<file path="src/rtl/uart_rx_byte_if.sv">
// Receiver-side signal bundle: serial line in, recovered byte and status strobes out.
`timescale 1ns/1ps
interface uart_rx_byte_if;
    logic       rx;
    logic [7:0] rx_data;
    logic       rx_done;
    logic       frame_err;
    logic       rx_busy;

    // Receiver: consumes the line, produces byte/status.
    modport master (
        input  rx,
        output rx_data,
        output rx_done,
        output frame_err,
        output rx_busy
    );

    // Line driver / downstream consumer.
    modport slave (
        output rx,
        input  rx_data,
        input  rx_done,
        input  frame_err,
        input  rx_busy
    );
endinterface

</file>
<file path="src/rtl/uart_rx_byte.sv">
// 8N1 UART receiver, LSB first. Emits a one-cycle rx_done per good byte and a
// one-cycle frame_err when the stop bit is low; a low line after a bad stop is
// held off in StBrk so a break cannot retrigger reception.
`timescale 1ns/1ps
module uart_rx_byte #(
    parameter int unsigned CLK_FREQ = 50000000,
    parameter int unsigned BAUD     = 115200
) (
    input  logic           clk,
    input  logic           n_reset,
    uart_rx_byte_if.master bus
);
    localparam int unsigned CLKS_PER_BIT = CLK_FREQ / BAUD;
    localparam int unsigned HALF_BIT     = CLKS_PER_BIT / 2;
    localparam int unsigned CntW         = $clog2(CLKS_PER_BIT);
    localparam logic [CntW-1:0] BitEnd   = CntW'(CLKS_PER_BIT - 1);
    localparam logic [CntW-1:0] HalfEnd  = CntW'(HALF_BIT - 1);

    typedef enum logic [2:0] {StIdle, StStart, StData, StStop, StBrk} state_e;

    logic            rx_meta_q, rx_s_q, rx_prev_q;
    logic [2:0]      fill_q;
    logic            fall;
    state_e          state_q, state_d;
    logic [CntW-1:0] cnt_q, cnt_d;
    logic [2:0]      idx_q, idx_d;
    logic [7:0]      shift_q, shift_d;
    logic            done_pend_q, done_pend_d;
    logic            err_pend_q, err_pend_d;
    logic [7:0]      rx_data_q;
    logic            rx_done_q, frame_err_q;

    // Two-flop synchronizer plus one history flop; fill_q marks which stages hold real samples.
    always_ff @(posedge clk or negedge n_reset) begin
        if (!n_reset) begin
            rx_meta_q <= 1'b1;
            rx_s_q    <= 1'b1;
            rx_prev_q <= 1'b1;
            fill_q    <= 3'b000;
        end else begin
            rx_meta_q <= bus.rx;
            rx_s_q    <= rx_meta_q;
            rx_prev_q <= rx_s_q;
            fill_q    <= {fill_q[1:0], 1'b1};
        end
    end

    // Edges are only trusted once the reset-preset ones have been flushed out of the chain,
    // so a line held low across reset is not mistaken for a start bit.
    assign fall = fill_q[2] & rx_prev_q & ~rx_s_q;

    // Receive state, baud counter, bit index, shift register and strobe requests.
    always_ff @(posedge clk or negedge n_reset) begin
        if (!n_reset) begin
            state_q     <= StIdle;
            cnt_q       <= '0;
            idx_q       <= 3'd0;
            shift_q     <= 8'h00;
            done_pend_q <= 1'b0;
            err_pend_q  <= 1'b0;
        end else begin
            state_q     <= state_d;
            cnt_q       <= cnt_d;
            idx_q       <= idx_d;
            shift_q     <= shift_d;
            done_pend_q <= done_pend_d;
            err_pend_q  <= err_pend_d;
        end
    end

    // Next-state: sample mid-start, then once per bit period at the bit centres.
    always_comb begin
        state_d     = state_q;
        cnt_d       = cnt_q;
        idx_d       = idx_q;
        shift_d     = shift_q;
        done_pend_d = 1'b0;
        err_pend_d  = 1'b0;
        unique case (state_q)
            StIdle: begin
                if (fall) begin
                    state_d = StStart;
                    cnt_d   = '0;
                end
            end
            StStart: begin
                if (cnt_q == HalfEnd) begin
                    cnt_d   = '0;
                    idx_d   = 3'd0;
                    state_d = rx_s_q ? StIdle : StData;
                end else begin
                    cnt_d = cnt_q + 1'b1;
                end
            end
            StData: begin
                if (cnt_q == BitEnd) begin
                    cnt_d          = '0;
                    shift_d[idx_q] = rx_s_q;
                    idx_d          = idx_q + 3'd1;
                    if (idx_q == 3'd7) begin
                        state_d = StStop;
                    end
                end else begin
                    cnt_d = cnt_q + 1'b1;
                end
            end
            StStop: begin
                if (cnt_q == BitEnd) begin
                    cnt_d = '0;
                    if (rx_s_q) begin
                        done_pend_d = 1'b1;
                        state_d     = StIdle;
                    end else begin
                        err_pend_d = 1'b1;
                        state_d    = StBrk;
                    end
                end else begin
                    cnt_d = cnt_q + 1'b1;
                end
            end
            StBrk: begin
                if (rx_s_q) begin
                    state_d = StIdle;
                end
            end
            default: state_d = StIdle;
        endcase
    end

    // Output register: data and strobes land together one cycle after the stop sample.
    always_ff @(posedge clk or negedge n_reset) begin
        if (!n_reset) begin
            rx_data_q   <= 8'h00;
            rx_done_q   <= 1'b0;
            frame_err_q <= 1'b0;
        end else begin
            rx_done_q   <= done_pend_q;
            frame_err_q <= err_pend_q;
            if (done_pend_q) begin
                rx_data_q <= shift_q;
            end
        end
    end

    assign bus.rx_data   = rx_data_q;
    assign bus.rx_done   = rx_done_q;
    assign bus.frame_err = frame_err_q;
    assign bus.rx_busy   = (state_q != StIdle);
endmodule

</file>
<file path="src/flat_wrapper.sv">
// flat-port wrapper written by rule: the top's interface ports become plain ports
module uart_rx_byte_flat 
#(
    parameter int unsigned CLK_FREQ = 50000000,
    parameter int unsigned BAUD     = 115200
)
  (clk, n_reset, bus_rx, bus_rx_data, bus_rx_done, bus_frame_err, bus_rx_busy);
  uart_rx_byte_if bus_i ();
  input  logic clk;
  input  logic n_reset;
  input wire logic [$bits(bus_i.rx)-1:0] bus_rx;
  output wire logic [$bits(bus_i.rx_data)-1:0] bus_rx_data;
  output wire logic [$bits(bus_i.rx_done)-1:0] bus_rx_done;
  output wire logic [$bits(bus_i.frame_err)-1:0] bus_frame_err;
  output wire logic [$bits(bus_i.rx_busy)-1:0] bus_rx_busy;
  assign bus_i.rx = bus_rx;
  assign bus_rx_data = bus_i.rx_data;
  assign bus_rx_done = bus_i.rx_done;
  assign bus_frame_err = bus_i.frame_err;
  assign bus_rx_busy = bus_i.rx_busy;
  uart_rx_byte #(.CLK_FREQ(CLK_FREQ), .BAUD(BAUD)) u_core (.clk(clk), .n_reset(n_reset), .bus(bus_i));
endmodule
</file>
<file path="config.mk">
export PLATFORM = sky130hd
export DESIGN_NAME = uart_rx_byte_flat
export DESIGN_NICKNAME = d
export VERILOG_FILES = /design/src/rtl/uart_rx_byte_if.sv /design/src/rtl/uart_rx_byte.sv /design/src/flat_wrapper.sv
export SDC_FILE = /design/constraint.sdc
export NUM_CORES = 1
export LEC_CHECK = 0
export BUFFER_PORTS_ARGS = -buffer_cell sky130_fd_sc_hd__buf_2
export CAP_MARGIN = 30
export CORE_MARGIN = 5
export CORE_UTILIZATION = 35
export CTS_BUF_LIST = sky130_fd_sc_hd__clkbuf_8
export DETAILED_ROUTE_END_ITERATION = 8
export GPL_TIMING_DRIVEN = 0
export HOLD_SLACK_MARGIN = 0.06
export MAX_ROUTING_LAYER = met4
export PLACE_DENSITY_LB_ADDON = 0.05
export SETUP_SLACK_MARGIN = 0.2
export SLEW_MARGIN = 20
export SYNTH_ARGS = -nofsm -noshare
export SYNTH_HDL_FRONTEND = slang
export SYNTH_SLANG_ARGS = --single-unit
</file>
<file path="constraint.sdc">
create_clock -name clk -period 3.3 [get_ports clk]
set_input_delay 0.33 -clock clk [delete_from_list [all_inputs] [get_ports clk]]
set_output_delay 0.33 -clock clk [all_outputs]
set_load 0.005 [all_outputs]
</file>
==> impl_metrics.yaml <==
synthesis:
  synth_area_leader_cell: "dfrtp_1"
  synthCells: 168
  synth_top_family_by_area: "simple AND/OR/NAND/NOR gates"
  synthArstFlopShare: 1.00
  syn_area_per_cell_um2: 11.3
  synth_cell_types: 43
  synthXorXnorAreaFrac: 0
  ys_ff_latch: 41
  yosys.area_share.adder: 0.0329
  yosysTopAreaCellShare: 0.500
  syn_nets: 176
  dominantRegCellSynth: "dfrtp_1"
  synth_seq_area_share: 0.541
  synthTopCellsByArea: "dfrtp_1 (50%), mux2_2 (10%), dfstp_2 (4.1%)"
  synth_edf_count: 0
  ys_warn_count: 0
  synth_area_mm2: 0.00190
  synth-simple-area-share: 0.183
  synth_compound_area_frac: 0.112
  muxShareOfSynthArea: 0.101
critical_path:
  crit_arrival_ns: 2.11
  rr_startpoint: "u_core.cnt_q[1]"
  critPathRequiredTime_ns: 3.47
  slowest_stage: "dfrtp_1"
  critical_path_class: "reg -> reg"
  startpoint_type: "register"
  path_cells: "inv_1 > ha_1 > and4bb_2 > nand4_1 > nor3b_1 > mux2_2"
  critical-path-top-delay-family: "simple AND/OR/NAND/NOR gates"
  startpoint: "u_core.cnt_q[1]"
  endpoint_kind: "register"
  critical_path.max_stage_delay_ns: 0.44
  worstPathBufferInverterCount: 1
  cp_max_fo: 5
grt:
  grt-ovfl-total: 0
  grt_pass1_wl_um: 6310
  track_usage: 0.113
  antenna_found_initial: 0
  grt_max_degree: 42
  grt_pass1_vias: 1304
hold_path:
  hp-class: "in -> reg"
  min_from: "bus_rx"
timing:
  period_needed_ns: 1.94
  setup_tns_ns: 0
  rsz0062_at_grt: "no"
  fin_skew_ns: 0.00970
  setup_violations: 0
  slew_viol_final: 0
  post-route-period-util: 0.589
  hold_viol: 0
  clock.fmax_mhz: 514
layout:
  final_common_cell: "dfrtp_1"
  stdcell_count: 261
  final_nets: 198
  drive_gt1_frac: 0.267
  layout_common_cells: "dfrtp_1 (38), nand2_1 (19), buf_2 (17), mux2_2 (17), o21ai_0 (11)"
  syn_to_final_growth_pct: 14.5
  insertedDiodeCount: 0
  fillCellCount: 516
outcome:
  outcome: "complete, no violations"
power_and_ir_drop:
  clkPwrFrac: 0.290
  power.internal_uw: 792
  p_per_area_mw_per_mm2: 530
  leakage_uw: 0.00102
  p_switching_uw: 363
  swShare: 0.314
  p_comb_frac: 0.210
  ir_drop_uv: 183
  seq_power_share: 0.500
clocking:
  cts_sinks: 41
  h-tree-depth: 2
  tritoncts: "yes"
  cts_buffers: 5
  cts_hold_buf: 0
  cts.reportedPaths.clkPinSlew_ns: 0.07
  cts_resized: 0
  cts_root_buf: "clkbuf_8"
  post_cts_buffers: 0
  cts_buffer_depth: 2
  clk_latency_ns: 0.29
flow_run:
  maxCapViolations: 0
floorplan:
  rows: 26
  initial_core_util: 0.366
  dieArea_mm2: 0.00701
  die_y_um: 83.7
  core_area_mm2: 0.00520
  die_x_um: 83.7
  ios: 14
detailed_routing:
  dr_total_vias: 1303
  wl_um: 3590
  drt_iter0_markers: 49
  dr.pass1.iters: 4
  wl_per_cell_um: 13.7
  drc: 0
  route.antenna.remaining_nets: 0
  viasPerCell: 4.99
place:
  port_buffers: 13
  place_congestion: 0.759
  dp_cells: 251
  dp_hpwl_um: 2510
-- power groups by stage --
stage / Combinational, uW / Sequential (uW) / Clock (uW)
5_1_grt: 277 / 582 / 373
3_3_place_gp: 236 / 584 / 0
6_report: 242 / 578 / 335
4_1_cts: 244 / 576 / 352
3_5_place_dp: 242 / 585 / 0
2_1_floorplan: 173 / 574 / 0
-- cells by family after synthesis --
family	count (synthesis)
AND/OR/NAND/NOR	60
other	1
adder cells (fa/ha/maj)	5
buffers and inverters	13
flip-flops	41
multiplexers	17
AO/OA/AOI/OAI	31
-- stage by stage --
stage                     hold slack, ns  setup slack, ns  power, uW  area, um2  utilization
after global placement             0.332             1.37        821       2060        0.395
after floorplan                   0.0344             1.60        747       1900            -
after global routing               0.129             1.23       1230       2180        0.419
after detailed placement           0.335             1.37        827       2060        0.395
after CTS                          0.130             1.35       1170       2150        0.413
final                              0.147             1.36       1160       2180        0.419
-- synthesized netlist by cell type (2+ instances only) --
| cell type | number |
|---|---|
| a21oi_1 | 2 |
| a22o_1 | 2 |
| and2_1 | 3 |
| and4b_1 | 2 |
| and4bb_2 | 2 |
| buf_2 | 4 |
| clkbuf_1 | 4 |
| dfrtp_1 | 38 |
| dfstp_2 | 3 |
| ha_1 | 5 |
| inv_1 | 5 |
| mux2_2 | 17 |
| nand2_1 | 19 |
| nand3_1 | 4 |
| nand3b_1 | 2 |
| nand4b_1 | 2 |
| nor2_1 | 8 |
| nor3_1 | 2 |
| nor3b_1 | 2 |
| o211ai_1 | 4 |
| o21a_1 | 2 |
| o21ai_0 | 11 |
| o21bai_1 | 2 |
| o31ai_1 | 3 |
| or2_2 | 2 |
-- layout make-up --
cell class,count,area (um2),share of cell area
buffer,8,35.0,0.0161
clock buffer,6,82.6,0.0379
clock inverter,2,11.3,0.00517
inverter,5,18.8,0.00861
multi-input combinational,114,820,0.376
sequential,41,1030,0.472
tap,70,87.6,0.0402
timing repair buffer,15,95.1,0.0436
-- routing by layer --
metal	wire length, um	global-route usage
met1	1810	0.153
met2	1620	0.163
met3	142	0.0355
met4	18	0.0292
met5	0	-
-- sequential cells by signal, summed over array words and instances, names as in the netlist --
| register | count |
|---|---|
| u_core.done_pend_q | 1 |
| u_core.bus.rx_data | 8 |
| u_core.cnt_q | 9 |
| u_core.err_pend_q | 1 |
| u_core.bus.frame_err | 1 |
| u_core.shift_q | 8 |
| u_core.rx_prev_q | 1 |
| u_core.rx_meta_q | 1 |
| u_core.rx_s_q | 1 |
| u_core.state_q | 3 |
| u_core.fill_q | 3 |
| u_core.bus.rx_done | 1 |
| u_core.idx_q | 3 |
-- path summary, 6_finish.rpt --
check                           slack [ns]                 to  cells after the start
worst max-delay path                  1.36  u_core.shift_q[3]                      6
worst min-delay path                  0.15   u_core.rx_meta_q                      1
worst max register to register        1.36  u_core.shift_q[3]                      6
worst min register to register        0.35   u_core.fill_q[2]                      0
max in group asynchronous             2.35   u_core.rx_meta_q                      3
min in group asynchronous             0.43  u_core.state_q[2]                      2
-- worst register-to-register path, cell delays in order, from the launching register on --
cell and delay (ns):
dfrtp_1 0.44, inv_1 0.11, ha_1 0.14, and4bb_2 0.28
nand4_1 0.23, nor3b_1 0.27, mux2_2 0.36
Power figures use the tool's default switching activity.
